### src/rtl/score_engine.sv
// Multi-player combo/score engine with high-score tracking and a sequential
// double-dabble BCD readout. Optional streak bonus: SCORE_ENGINE_STREAK_BONUS_EN.
module score_engine #(
    parameter  int NUM_PLAYERS = 2,
    parameter  int MAX_SCORE   = 9999,
    parameter  int MAX_COMBO   = 99,
    parameter  int BASE_POINTS = 1,
    parameter  int DIGITS      = 4,
    localparam int SW          = $clog2(MAX_SCORE + 1),
    localparam int CW          = $clog2(MAX_COMBO + 1),
    localparam int SELW        = $clog2(NUM_PLAYERS + 1)
) (
    input  logic                      clk,
    input  logic                      rst,
    input  logic [NUM_PLAYERS-1:0]    hit,
    input  logic [NUM_PLAYERS-1:0]    miss,
    input  logic                      clear,
    output logic [NUM_PLAYERS*SW-1:0] score,
    output logic [NUM_PLAYERS*CW-1:0] combo,
    output logic [SW-1:0]             high_score,
    input  logic                      bcd_req,
    input  logic [SELW-1:0]           bcd_sel,
    output logic                      bcd_busy,
    output logic                      bcd_valid,
    output logic [4*DIGITS-1:0]       bcd_out
);

    localparam int SUMW = SW + CW + 4;
    localparam int DDW  = 4 * DIGITS + SW;
    localparam int CNTW = $clog2(SW + 1);

    typedef enum logic [1:0] {IDLE, SHIFT, DONE} state_t;

    logic [SW-1:0]     score_q    [NUM_PLAYERS];
    logic [CW-1:0]     combo_q    [NUM_PLAYERS];
    logic [SW-1:0]     score_next [NUM_PLAYERS];
    logic [CW-1:0]     combo_next [NUM_PLAYERS];
    logic [SW-1:0]     high_q;
    logic [SW-1:0]     high_next;
    logic [SUMW-1:0]   sum;
    state_t            state, state_next;
    logic [DDW-1:0]    dd_q;
    logic [DDW-1:0]    dd_step;
    logic [CNTW-1:0]   cnt_q;
    logic [SW-1:0]     sel_value;
    logic [4*DIGITS-1:0] bcd_q;

    function automatic logic [CW-1:0] sat_combo(input logic [CW-1:0] c);
        if (c >= CW'(MAX_COMBO)) return CW'(MAX_COMBO);
        return c + CW'(1);
    endfunction

    function automatic logic [SW-1:0] sat_score(input logic [SUMW-1:0] s);
        if (s > SUMW'(MAX_SCORE)) return SW'(MAX_SCORE);
        return s[SW-1:0];
    endfunction

`ifdef SCORE_ENGINE_STREAK_BONUS_EN
    // Bonus only on a real increment, so sitting at a capped multiple of 10 pays nothing extra.
    function automatic logic [SUMW-1:0] streak_bonus(input logic [CW-1:0] c_old,
                                                     input logic [CW-1:0] c_new);
        if (c_old != c_new && c_new != '0 && (c_new % CW'(10)) == '0)
            return SUMW'(10 * BASE_POINTS);
        return '0;
    endfunction
`endif

    function automatic logic [DDW-1:0] dabble_step(input logic [DDW-1:0] v);
        logic [DDW-1:0] t;
        t = v;
        for (int d = 0; d < DIGITS; d++)
            if (t[SW+4*d +: 4] >= 4'd5) t[SW+4*d +: 4] = t[SW+4*d +: 4] + 4'd3;
        return {t[DDW-2:0], 1'b0};
    endfunction

    always_comb begin
        high_next = high_q;
        sum       = '0;
        for (int i = 0; i < NUM_PLAYERS; i++) begin
            score_next[i] = score_q[i];
            combo_next[i] = combo_q[i];
            if (clear) begin
                score_next[i] = '0;
                combo_next[i] = '0;
            end else if (miss[i]) begin
                combo_next[i] = '0;
            end else if (hit[i]) begin
                combo_next[i] = sat_combo(combo_q[i]);
`ifdef SCORE_ENGINE_STREAK_BONUS_EN
                sum = SUMW'(score_q[i]) + SUMW'(BASE_POINTS) * SUMW'(combo_next[i])
                    + streak_bonus(combo_q[i], combo_next[i]);
`else
                sum = SUMW'(score_q[i]) + SUMW'(BASE_POINTS) * SUMW'(combo_next[i]);
`endif
                score_next[i] = sat_score(sum);
            end
            if (score_next[i] > high_next) high_next = score_next[i];
        end
    end

    always_ff @(posedge clk) begin
        if (rst) begin
            high_q <= '0;
            for (int i = 0; i < NUM_PLAYERS; i++) begin
                score_q[i] <= '0;
                combo_q[i] <= '0;
            end
        end else begin
            high_q <= high_next;
            for (int i = 0; i < NUM_PLAYERS; i++) begin
                score_q[i] <= score_next[i];
                combo_q[i] <= combo_next[i];
            end
        end
    end

    always_comb begin
        score = '0;
        combo = '0;
        for (int i = 0; i < NUM_PLAYERS; i++) begin
            score[i*SW +: SW] = score_q[i];
            combo[i*CW +: CW] = combo_q[i];
        end
    end
    assign high_score = high_q;

    // Out-of-range selects fall back to the high score.
    always_comb begin
        sel_value = high_q;
        for (int i = 0; i < NUM_PLAYERS; i++)
            if (bcd_sel == SELW'(i)) sel_value = score_q[i];
    end

    always_ff @(posedge clk) begin
        if (rst) state <= IDLE;
        else     state <= state_next;
    end

    always_comb begin
        state_next = state;
        case (state)
            IDLE:    if (bcd_req) state_next = SHIFT;
            SHIFT:   if (cnt_q == CNTW'(SW - 1)) state_next = DONE;
            DONE:    state_next = IDLE;
            default: state_next = IDLE;
        endcase
    end

    always_comb begin
        bcd_busy  = (state != IDLE);
        bcd_valid = (state == DONE);
    end

    assign dd_step = dabble_step(dd_q);

    // The last shift loads bcd_out directly so it is stable throughout the DONE cycle.
    always_ff @(posedge clk) begin
        if (rst) begin
            dd_q  <= '0;
            cnt_q <= '0;
            bcd_q <= '0;
        end else begin
            case (state)
                IDLE: if (bcd_req) begin
                    dd_q  <= {{(4*DIGITS){1'b0}}, sel_value};
                    cnt_q <= '0;
                end
                SHIFT: begin
                    dd_q  <= dd_step;
                    cnt_q <= cnt_q + CNTW'(1);
                    if (cnt_q == CNTW'(SW - 1)) bcd_q <= dd_step[DDW-1:SW];
                end
                default: ;
            endcase
        end
    end
    assign bcd_out = bcd_q;

endmodule

### config.mk
export PLATFORM = sky130hd
export DESIGN_NAME = score_engine
export DESIGN_NICKNAME = d
export VERILOG_FILES = /design/src/rtl/score_engine.sv
export SDC_FILE = /design/constraint.sdc
export NUM_CORES = 1
export LEC_CHECK = 0
export ABC_AREA = 1
export CAP_MARGIN = 5
export CORE_MARGIN = 1.5
export CORE_UTILIZATION = 35
export DETAILED_ROUTE_END_ITERATION = 10
export HOLD_SLACK_MARGIN = 0.12
export PLACE_DENSITY_LB_ADDON = 0.1
export SYNTH_ARGS = -nofsm -noshare
export SYNTH_HDL_FRONTEND = slang
export SYNTH_SLANG_ARGS = --single-unit
### constraint.sdc
create_clock -name clk -period 17.9 [get_ports clk]
set_input_delay 3.58 -clock clk [delete_from_list [all_inputs] [get_ports clk]]
set_output_delay 3.58 -clock clk [all_outputs]
set_load 0.05 [all_outputs]
# [Yosys cells after proc, flatten, opt, wreduce, memory -nomap -nowiden]
# Memory sizes are Yosys's and may differ from the RTL's.
# Cells that the tools add are included.
[totals] reg_bits=66 ram_bits=42 in_bits=10 out_inout_bits=74 word_cells=107 memories=2
[memory_table] memory="score_q" depth=2 word_bits=14 rd=2 rd_ports_with_merged_regs=0 wr=2 line_no="34" rtl="logic [SW-1:0] score_q [NUM_PLAYERS];"
[memory_table] memory="combo_q" depth=2 word_bits=7 rd=2 rd_ports_with_merged_regs=0 wr=2 line_no="35" rtl="logic [CW-1:0] combo_q [NUM_PLAYERS];"
[classes] n_addsub=9 order_cmp=10 n_eq_ne=6 muxes=64 n_bitwise=4 n_reduce_logical=7
[ops] cell="$mux W14" n=16
[ops] cell="$mux W7" n=18
[ops] cell="$pmux W30 S2" n=1
[ops] cell="$add A14 B7 Y15" n=2
[ops] cell="$gt A15 B14 Y1 const B" n=2
[ops] cell="$mux W30" n=1
[ops] cell="$gt A14 B14 Y1" n=2
[ops] cell="$mux W1" n=19
[ops] cell="$ge A4 B3 Y1 const B" n=4
[ops] cell="$mux W4" n=4
[ops] cell="$add A7 B1 Y7 const B" n=2
[ops] cell="$ge A7 B7 Y1 const B" n=2
[ops] cell="$add A4 B2 Y4 const B" n=3
[ops] cell="$pmux W4 S2" n=1
[ops] cell="$reduce_and A2 Y1" n=3
[ops] cell="$add A4 B1 Y4 const B" n=1
[ops] cell="$eq A2 B1 Y1 const B" n=2
[ops] cell="$eq A4 B4 Y1 const B" n=1
[ops] cell="$logic_not A2 Y1" n=2
[ops] cell="$mux W2" n=2
[ops] cell="$ne A2 B2 Y1 const B" n=2
[ops] cell="$or A1 B1 Y1" n=4
[ops] cell="$pmux W2 S2" n=1
[ops] cell="$reduce_bool A2 Y1" n=2
[ops] cell="other kinds (3)" n=3

# [Longest topological paths before layout]
# Gate-level depths: netlist of the first run.
# An unclocked memory read counts as a cell.
[logic_depth] ltp_word=24 mapped_depth=51 ltp_nobuf=48

# [Worst setup path before layout of the first run]
# OpenSTA, ideal clock, no wires.
[synth_path] kind="input-to-reg" start="in hit[0]" end="reg high_q[11] (netlist: high_score[11])" setup_ns=0.109 arrival_time_ns=7.506 required_time_ns=17.791 path_slack_ns=10.285 cell_stages=30 path_buffers=4 cell_sequence="inv_1 nor2_1 inv_1 buf_2 nor2_1 nand2_4 nand2_4 inv_2 ha_1 a21oi_1 o221ai_1 nand2_1 o2111ai_1 nand2_1 clkbuf_1 dlymetal6s2s_1 nand2_1 and2_1 ha_1 nand2_1 inv_1 nand3_1 o211a_1 o2111ai_1 o31ai_1 nand2_1 buf_2 nand2_1 nand2_1 inv_1"
[synth_lines] item="start: declaration" line_no="15" rtl="input logic [NUM_PLAYERS-1:0] hit,"
[synth_lines] item="end signal: assignment" line_no="109" rtl="high_q <= high_next;"
[synth_lines] item="end: declaration" line_no="38" rtl="logic [SW-1:0] high_q;"

==> flow_summary.json, run 1 <==
{
  "status": "complete, no violations",
  "crit_buf_inv": 7,
  "grt_max_degree": 48,
  "hold_path_class": "register to register",
  "synth-async-reset-ratio": 0,
  "min_period_ns": 9.08,
  "seq_area_frac_synth": 0.289,
  "diodes": 0,
  "slowest_delay_ns": 0.69,
  "power_density_nw_per_um2": 82.1,
  "area_delta_synth_final_pct": 18.0,
  "antenna_found_initial": 0,
  "postCtsSetupBuffers": 0,
  "synth_compound_area_frac": 0.141,
  "first_pass_iters": 5,
  "path_class": "input pin to register",
  "clock_path_buffers": 2,
  "cts_resized": 0,
  "synth_xor_xnor_area_share": 0.0210,
  "clk-insertion-delay-late_ns": 0.37,
  "cp_max_fo": 21,
  "drt_wl_total_um": 23200,
  "finalSetupViolCount": 0,
  "worstPathArrival_ns": 9.35,
  "netlist.area_leader.share": 0.289,
  "synth_top_family_by_area": "simple AND/OR/NAND/NOR gates",
  "num-fill-cells": 2327,
  "drive_gt1_frac": 0.0643,
  "ctsHoldBuffers": 0,
  "synth_edf_count": 0,
  "clkTransAtPathRegs_ns": 0.09,
  "via_per_inst": 4.93,
  "numCtsBuffers": 9,
  "final_cell_mix": "287 x nand2_1, 201 x inv_1, 108 x dfxtp_1, 92 x nand3_1, 90 x nor2_1",
  "crit_path_frequent_cell": "nand2_1",
  "crit_path_start_kind": "input pin",
  "relSlewSlack": 0.490,
  "die_w_um": 149,
  "num_rows": 53,
  "drtIter0Drc": 545,
  "clock-root-buffer": "clkbuf_16",
  "leakage_nw": 4.31,
  "syn_area_um2": 7490,
  "io_pins": 84,
  "final_common_cell": "nand2_1",
  "initial_core_util": 0.356,
  "gp_congestion": 0.872,
  "detail-route-antenna-nets": 0,
  "worstMarginPinSlew_ns": 0.762,
  "maxSlewViolCount": 0,
  "grt.total_usage": 0.211,
  "synthTopCellsByArea": "dfxtp_1 29%, nand2_1 14%, inv_1 10%",
  "die-area_um2": 22300,
  "rsz0062_at_grt": "no",
  "clock-sinks": 108,
  "port_buffers": 83,
  "finalCritPeriodShare": 0.507,
  "grt_pass1_vias": 6823,
  "syn_nets": 1224,
  "drc_errors": 0,
  "grt-ovfl-total": 0,
  "critPathSlowestCell": "clkdlybuf4s50_1",
  "vias": 7410,
  "die_h_um": 149,
  "synth.lib_cells_used.distinct": 45,
  "cts_tree": "yes",
  "finalClockSkew_ns": 0.0157,
  "fmax_ghz": 0.110,
  "synth_simple_gate_area_share": 0.325,
  "vdd_drop_max_mv": 0.0674,
  "finalCoreUtilization": 0.421,
  "cap_violations": 0,
  "hold_viol": 0,
  "nets": 1290,
  "synth_fa_ha_area_frac": 0.0955,
  "ys_ff_latch": 108,
  "core_region_area_um2": 21000,
  "grt_pass1_wl_um": 36500,
  "dp_hpwl_um": 18000,
  "synthMuxAreaShare": 0,
  "h-tree-depth": 3,
  "required_ns": 18.17,
  "yosys_warnings": 0,
  "synthCells": 1158,
  "end_kind": "register",
  "synth_top_flop_cell": "dfxtp_1",
  "avgSynthCellArea_um2": 6.47,
  "synth_area_leader_cell": "dfxtp_1",
  "finalSetupTns_ns": 0,
  "cp_top_family": "simple AND/OR/NAND/NOR gates",
  "wl_per_cell_um": 15.4
}
cell usage after synthesis, types with 7 or more instances:
| cell type | instances |
|---|---|
| nand2_1 | 287 |
| inv_1 | 201 |
| dfxtp_1 | 108 |
| nand3_1 | 92 |
| nor2_1 | 90 |
| a21oi_1 | 72 |
| o21ai_0 | 60 |
| ha_1 | 54 |
| clkbuf_1 | 22 |
| nand2_2 | 22 |
| xor2_1 | 16 |
| o221ai_1 | 14 |
| nand4_1 | 12 |
| o22ai_1 | 12 |
| nand3_2 | 10 |
| and2_1 | 9 |
| nand3b_1 | 7 |
worst min-delay path, delay by kind of cell (launching register included):
family	cells	cell delay, ns
flip-flops	1	0.31
AND/OR/NAND/NOR	1	0.06
AO/OA/AOI/OAI	1	0.05
layer usage:
metal / wire (µm) / global-route usage / part of all wire
met5: 0 / 0 / 0
met3: 891 / 0.0266 / 0.038
met1: 11700 / 0.300 / 0.51
met4: 340 / 0.0505 / 0.015
met2: 10200 / 0.338 / 0.44
worst paths after layout:
path                            depth (start not counted)                        to                  startpoint  slack [ns]
worst max-delay path                                   28  high_score[8]$_SDFF_PP0_                      hit[0]        8.82
worst min-delay path                                    2      dd_q[2]$_SDFFE_PP0P_        dd_q[2]$_SDFFE_PP0P_        0.47
worst max register to register                         46  high_score[8]$_SDFF_PP0_  combo_q[0][0]$_SDFFE_PP0P_       10.82
worst min register to register                          2      dd_q[2]$_SDFFE_PP0P_        dd_q[2]$_SDFFE_PP0P_        0.47
state kept, by name (all words and copies together) (netlist names):
register and cells:
bcd_out 16, cnt_q 4, score_q 28, dd_q 30, state 2, high_score 14, combo_q 14
per-stage QoR:
stage               hold slack, ns  total power [mW]  setup WS, ns  instances  area (µm²)
global route                 0.485             0.771          8.29       1504        8840
global placement             0.454             0.514          8.68       1488        8530
finish                       0.467             0.726          8.82       1504        8840
detailed placement           0.455             0.515          8.50       1488        8530
floorplan                    0.441             0.447         10.29       1158        7490
CTS                          0.468             0.732          8.88       1504        8840
cell families after synthesis:
| kind of cell | count (synthesis) |
|---|---|
| fa+ha+maj | 56 |
| xor+xnor | 18 |
| flops | 108 |
| buf+inv | 244 |
| simple gates | 549 |
| compound gates | 183 |
final cells by class:
cell class / instances / area [µm²] / area share
clock buffers: 9 / 225 / 0.0255
well taps: 275 / 344 / 0.0389
repair buffers: 89 / 871 / 0.0985
flip-flops and latches: 108 / 2160 / 0.244
inverters: 210 / 788 / 0.0891
multi-input cells: 806 / 4360 / 0.493
clock inverters: 7 / 88.8 / 0.0100
where the power goes:
part,switching [mW],internal (mW),leakage [nW]
combinational,0.161,0.0793,3.28
clock,0.113,0.102,0.153
sequential,0.0159,0.255,0.876
total,0.290,0.436,4.31
Note: power is estimated with default switching activity, not from simulation.
==> inputs of run 2 (changes only) <==
==> constraint.sdc (replaced) <==
create_clock -name clk -period 8.3 [get_ports clk]
set_input_delay 1.66 -clock clk [delete_from_list [all_inputs] [get_ports clk]]
set_output_delay 1.66 -clock clk [all_outputs]
set_load 0.05 [all_outputs]
==> flow_summary.json, run 2 (synthesis gave the netlist of run 1 again) <==
{
  "clk-insertion-delay-late_ns": 0.37,
  "finalSetupTns_ns": 0,
  "drive_gt1_frac": 0.0643,
  "rsz0062_at_grt": "no",
  "fmax_ghz": 0.147,
  "core_region_area_um2": 21000,
  "cell_internal_pwr_uw": 971,
  "wl_per_cell_um": 15.4,
  "worstMarginPinSlew_ns": 1.06,
  "largest_reg_flops": 30,
  "ctsHoldBuffers": 0,
  "regArea_um2": 2160,
  "swShare": 0.391,
  "finalSetupViolCount": 0,
  "hold_path_class": "register to register",
  "die_h_um": 149,
  "area_delta_synth_final_pct": 18.2,
  "cap_violations": 0,
  "drc_errors": 0,
  "initial_core_util": 0.356,
  "cts_resized": 0,
  "leakage_nw": 4.31,
  "die-area_um2": 22300,
  "seqPwrFrac": 0.365,
  "postCtsSetupBuffers": 0,
  "grt_max_degree": 48,
  "post-place-ws_ns": 1.20,
  "grt_pass1_vias": 6961,
  "num-fill-cells": 2285,
  "grt_pass1_wl_um": 36800,
  "via_per_inst": 4.96,
  "diodes": 0,
  "die_w_um": 149,
  "num_rows": 53,
  "h-tree-depth": 3,
  "port_buffers": 83,
  "cp_max_fo": 21,
  "p_sw_uw": 623,
  "crit_path_start_kind": "input pin",
  "vdd_drop_max_mv": 0.129,
  "grt.total_usage": 0.213,
  "final_cell_mix": "287 x nand2_1, 201 x inv_1, 108 x dfxtp_1, 92 x nand3_1, 90 x nor2_1",
  "first_pass_iters": 5,
  "maxSlewViolCount": 0,
  "power_frac_comb": 0.329,
  "finalCritPeriodShare": 0.820,
  "clock-root-buffer": "clkbuf_16",
  "clock_path_buffers": 2,
  "vias": 7459,
  "antenna_found_initial": 0,
  "final_common_cell": "nand2_1",
  "whs_ns": 0.466,
  "worstPathArrival_ns": 7.08,
  "numCtsBuffers": 9,
  "multi_input_area_um2": 4360,
  "path_class": "input pin to register",
  "detail-route-antenna-nets": 0,
  "required_ns": 8.57,
  "hold_viol": 0,
  "gp_congestion": 0.905,
  "relSlewSlack": 0.295,
  "grt-ovfl-total": 0,
  "dp_hpwl_um": 18000,
  "end_kind": "register",
  "status": "complete, no violations",
  "dp_cells": 1488,
  "p_clk_frac": 0.305,
  "cts_tree": "yes",
  "clock-sinks": 108,
  "power_density_nw_per_um2": 180,
  "drtIter0Drc": 573,
  "r2r_setup_slack_ns": 1.59,
  "min_period_ns": 6.80,
  "io_pins": 84,
  "fin_ws_ns": 1.50,
  "nets": 1290,
  "top_register": "dd_q",
  "final_cells": 1504,
  "finalClockSkew_ns": 0.0149,
  "drt_wl_total_um": 23200,
  "clkTransAtPathRegs_ns": 0.08
}
==> run 2: changes by cell type in the layout (fill, tap and decap cells not counted), sizes merged <==
cell    change
bufinv      +1
clkinv      -1
==> run 2: metrics by stage <==
step	cell area (µm²)	power [mW]	util
finish	8850	1.59	0.421
CTS	8850	1.60	0.421
global route	8850	1.69	0.421
floorplan	7490	0.964	-
global placement	8530	1.12	0.406
detailed placement	8530	1.12	0.406
==> run 2: per-layer routing <==
metal	global-route usage	up-vias	routed length, µm	share of wire
met1	0.300	3413	11600	0.50
met4	0.0668	0	504	0.022
met2	0.336	179	10200	0.44
li1	-	3841	-	-
met5	0	-	0	0
met3	0.0278	26	973	0.042
==> run 2: layout make-up <==
class	count	share of cell area
well taps	275	0.0389
clock inverters	7	0.0113
inverters	210	0.0890
multi-input cells	806	0.493
clock buffers	9	0.0254
flip-flops and latches	108	0.244
repair buffers	89	0.0983
==> run 2: path summary, 6_finish.rpt <==
kind / startpoint / to / cells after the start
min: dd_q[2]$_SDFFE_PP0P_ / dd_q[2]$_SDFFE_PP0P_ / 2
max reg2reg: combo_q[0][0]$_SDFFE_PP0P_ / high_score[3]$_SDFF_PP0_ / 41
max: hit[0] / high_score[3]$_SDFF_PP0_ / 28
min reg2reg: dd_q[2]$_SDFFE_PP0P_ / dd_q[2]$_SDFFE_PP0P_ / 2
==> run 2: power by group through the flow <==
| stage | registers (mW) | logic (mW) | clock network, mW |
|---|---|---|---|
| after detailed placement | 0.594 | 0.522 | 0 |
| final | 0.582 | 0.525 | 0.486 |
| after CTS | 0.582 | 0.524 | 0.495 |
| after global routing | 0.586 | 0.582 | 0.521 |
| after floorplan | 0.655 | 0.309 | 0 |
| after global placement | 0.595 | 0.520 | 0 |
==> run 2: worst max-delay path, cell delays in order <==
cell and delay [ns]:
clkdlybuf4s50_1 0.70, inv_1 0.17, nor2_1 0.41, inv_1 0.42
nor2_1 0.30, nand2_4 0.08, nand2_4 0.09, inv_2 0.04
ha_1 0.29, nand4_1 0.12, o221ai_1 0.20, nand2_1 0.08
o2111ai_1 0.08, nand2_1 0.09, inv_1 0.33, nand3_1 0.19
and2_1 0.20, ha_1 0.28, nand2_1 0.06, inv_1 0.06
nand3_1 0.10, o211a_1 0.24, o2111ai_1 0.17, o31ai_1 0.11
nand2_1 0.36, nand2_1 0.12, nand2_1 0.08, inv_1 0.03
==> inputs of run 3 (changes only) <==
==> constraint.sdc (replaced) <==
create_clock -name clk -period 7.12 [get_ports clk]
set_input_delay 1.424 -clock clk [delete_from_list [all_inputs] [get_ports clk]]
set_output_delay 1.424 -clock clk [all_outputs]
set_load 0.05 [all_outputs]
==> flow_summary.json, run 3 (synthesis gave the netlist of run 1 again) <==
{
  "crit_path_start_kind": "register",
  "numCtsBuffers": 9,
  "h-tree-depth": 3,
  "diodes": 0,
  "power_density_nw_per_um2": 203,
  "swShare": 0.392,
  "final_common_cell": "nand2_1",
  "grt_pass1_vias": 6899,
  "p_sw_uw": 705,
  "p_clk_frac": 0.284,
  "grt-ovfl-total": 0,
  "io_pins": 84,
  "cap_violations": 0,
  "finalCritPeriodShare": 0.890,
  "grt_pass1_wl_um": 36600,
  "dp_hpwl_um": 17900,
  "reg2regPathDepth": 41,
  "status": "complete, no violations",
  "first_pass_iters": 5,
  "hold_depth": 2,
  "initial_core_util": 0.356,
  "die_h_um": 149,
  "drive_gt1_frac": 0.0682,
  "dp_cells": 1491,
  "area_delta_synth_final_pct": 18.2,
  "drc_errors": 0,
  "antenna_found_initial": 0,
  "clock-sinks": 108,
  "finalPower_mw": 1.80,
  "clkTransAtPathRegs_ns": 0.08,
  "rsz0062_at_grt": "no",
  "drtIter0Drc": 547,
  "via_per_inst": 4.92,
  "nets": 1293,
  "crit_path_frequent_cell": "nand2_1",
  "cell_internal_pwr_mw": 1.09,
  "ctsHoldBuffers": 0,
  "relSlewSlack": 0.503,
  "final_cells": 1507,
  "detail-route-antenna-nets": 0,
  "die_w_um": 149,
  "grt_max_degree": 48,
  "die-area_um2": 22300,
  "hold_viol": 0,
  "critPathSlowestCell": "dfxtp_1",
  "gp_congestion": 0.865,
  "min_period_ns": 6.33,
  "fmax_ghz": 0.158,
  "hold_path_class": "register to register",
  "finalClockSkew_ns": 0.00937,
  "vdd_drop_max_mv": 0.183,
  "leakage_nw": 4.31,
  "top_register": "dd_q",
  "final_cell_mix": "286 x nand2_1, 200 x inv_1, 108 x dfxtp_1, 92 x nand3_1, 90 x nor2_1",
  "largest_reg_flops": 30,
  "dpl_cell_area_um2": 8550,
  "cts_tree": "yes",
  "core_region_area_um2": 21000,
  "worstMarginPinSlew_ns": 0.742,
  "power_frac_comb": 0.338,
  "finalSetupViolCount": 0,
  "port_buffers": 83,
  "fin_ws_ns": 0.786,
  "clock_path_buffers": 2,
  "fin_area_um2": 8860,
  "clk-insertion-delay-late_ns": 0.36,
  "num_rows": 53,
  "wl_per_cell_um": 15.3,
  "vias": 7416,
  "path_class": "register to register",
  "end_kind": "register",
  "worstPathArrival_ns": 6.60,
  "grt.total_usage": 0.212,
  "maxSlewViolCount": 0,
  "seqPwrFrac": 0.377,
  "finalSetupTns_ns": 0,
  "drt_wl_total_um": 23000,
  "postCtsSetupBuffers": 0,
  "num-fill-cells": 2254,
  "clock-root-buffer": "clkbuf_16",
  "cp_max_fo": 19,
  "cts_resized": 0,
  "slowest_delay_ns": 0.36,
  "post-place-ws_ns": 0.561,
  "required_ns": 7.38
}
run 3: worst paths after layout:
path              slack (ns)                  startpoint                       end
setup / recovery        0.79  combo_q[0][0]$_SDFFE_PP0P_  high_score[9]$_SDFF_PP0_
hold / removal          0.47    bcd_out[15]$_SDFFE_PP0P_  bcd_out[15]$_SDFFE_PP0P_
setup reg to reg        0.79  combo_q[0][0]$_SDFFE_PP0P_  high_score[9]$_SDFF_PP0_
hold reg to reg         0.47    bcd_out[15]$_SDFFE_PP0P_  bcd_out[15]$_SDFFE_PP0P_
run 3: worst max-delay path: cells and delay by family (launching register included):
family	cells	cell delay [ns]
AO/OA/AOI/OAI	4	0.87
buffers and inverters	8	0.92
AND/OR/NAND/NOR	25	2.92
flip-flops	1	0.36
adder cells (fa/ha/maj)	4	1.16
run 3: final cells by class:
class	instances	area, µm²	area share
multi-input combinational	806	4370	0.493
sequential	108	2160	0.244
timing repair buffer	92	893	0.101
inverter	210	792	0.0894
tap	275	344	0.0389
clock buffer	9	225	0.0254
clock inverter	7	72.6	0.00819
run 3: metal layers:
metal	vias to the layer above	part of all wire	track usage
met4	0	0.022	0.0614
met3	22	0.045	0.0355
met2	176	0.43	0.325
met5	-	0	0
met1	3371	0.50	0.305
li1	3847	-	-
run 3: through the flow:
stage | hold slack (ns) | utilization
2_1_floorplan | 0.441 | -
3_3_place_gp | 0.452 | 0.407
3_5_place_dp | 0.455 | 0.407
4_1_cts | 0.468 | 0.421
5_1_grt | 0.489 | 0.421
6_report | 0.468 | 0.421
run 3: power groups by stage:
stage	Combinational [mW]	Clock, mW	Sequential (mW)
2_1_floorplan	0.360	0	0.763
5_1_grt	0.680	0.562	0.683
6_report	0.608	0.511	0.678
3_3_place_gp	0.606	0	0.694
4_1_cts	0.606	0.534	0.678
3_5_place_dp	0.604	0	0.692
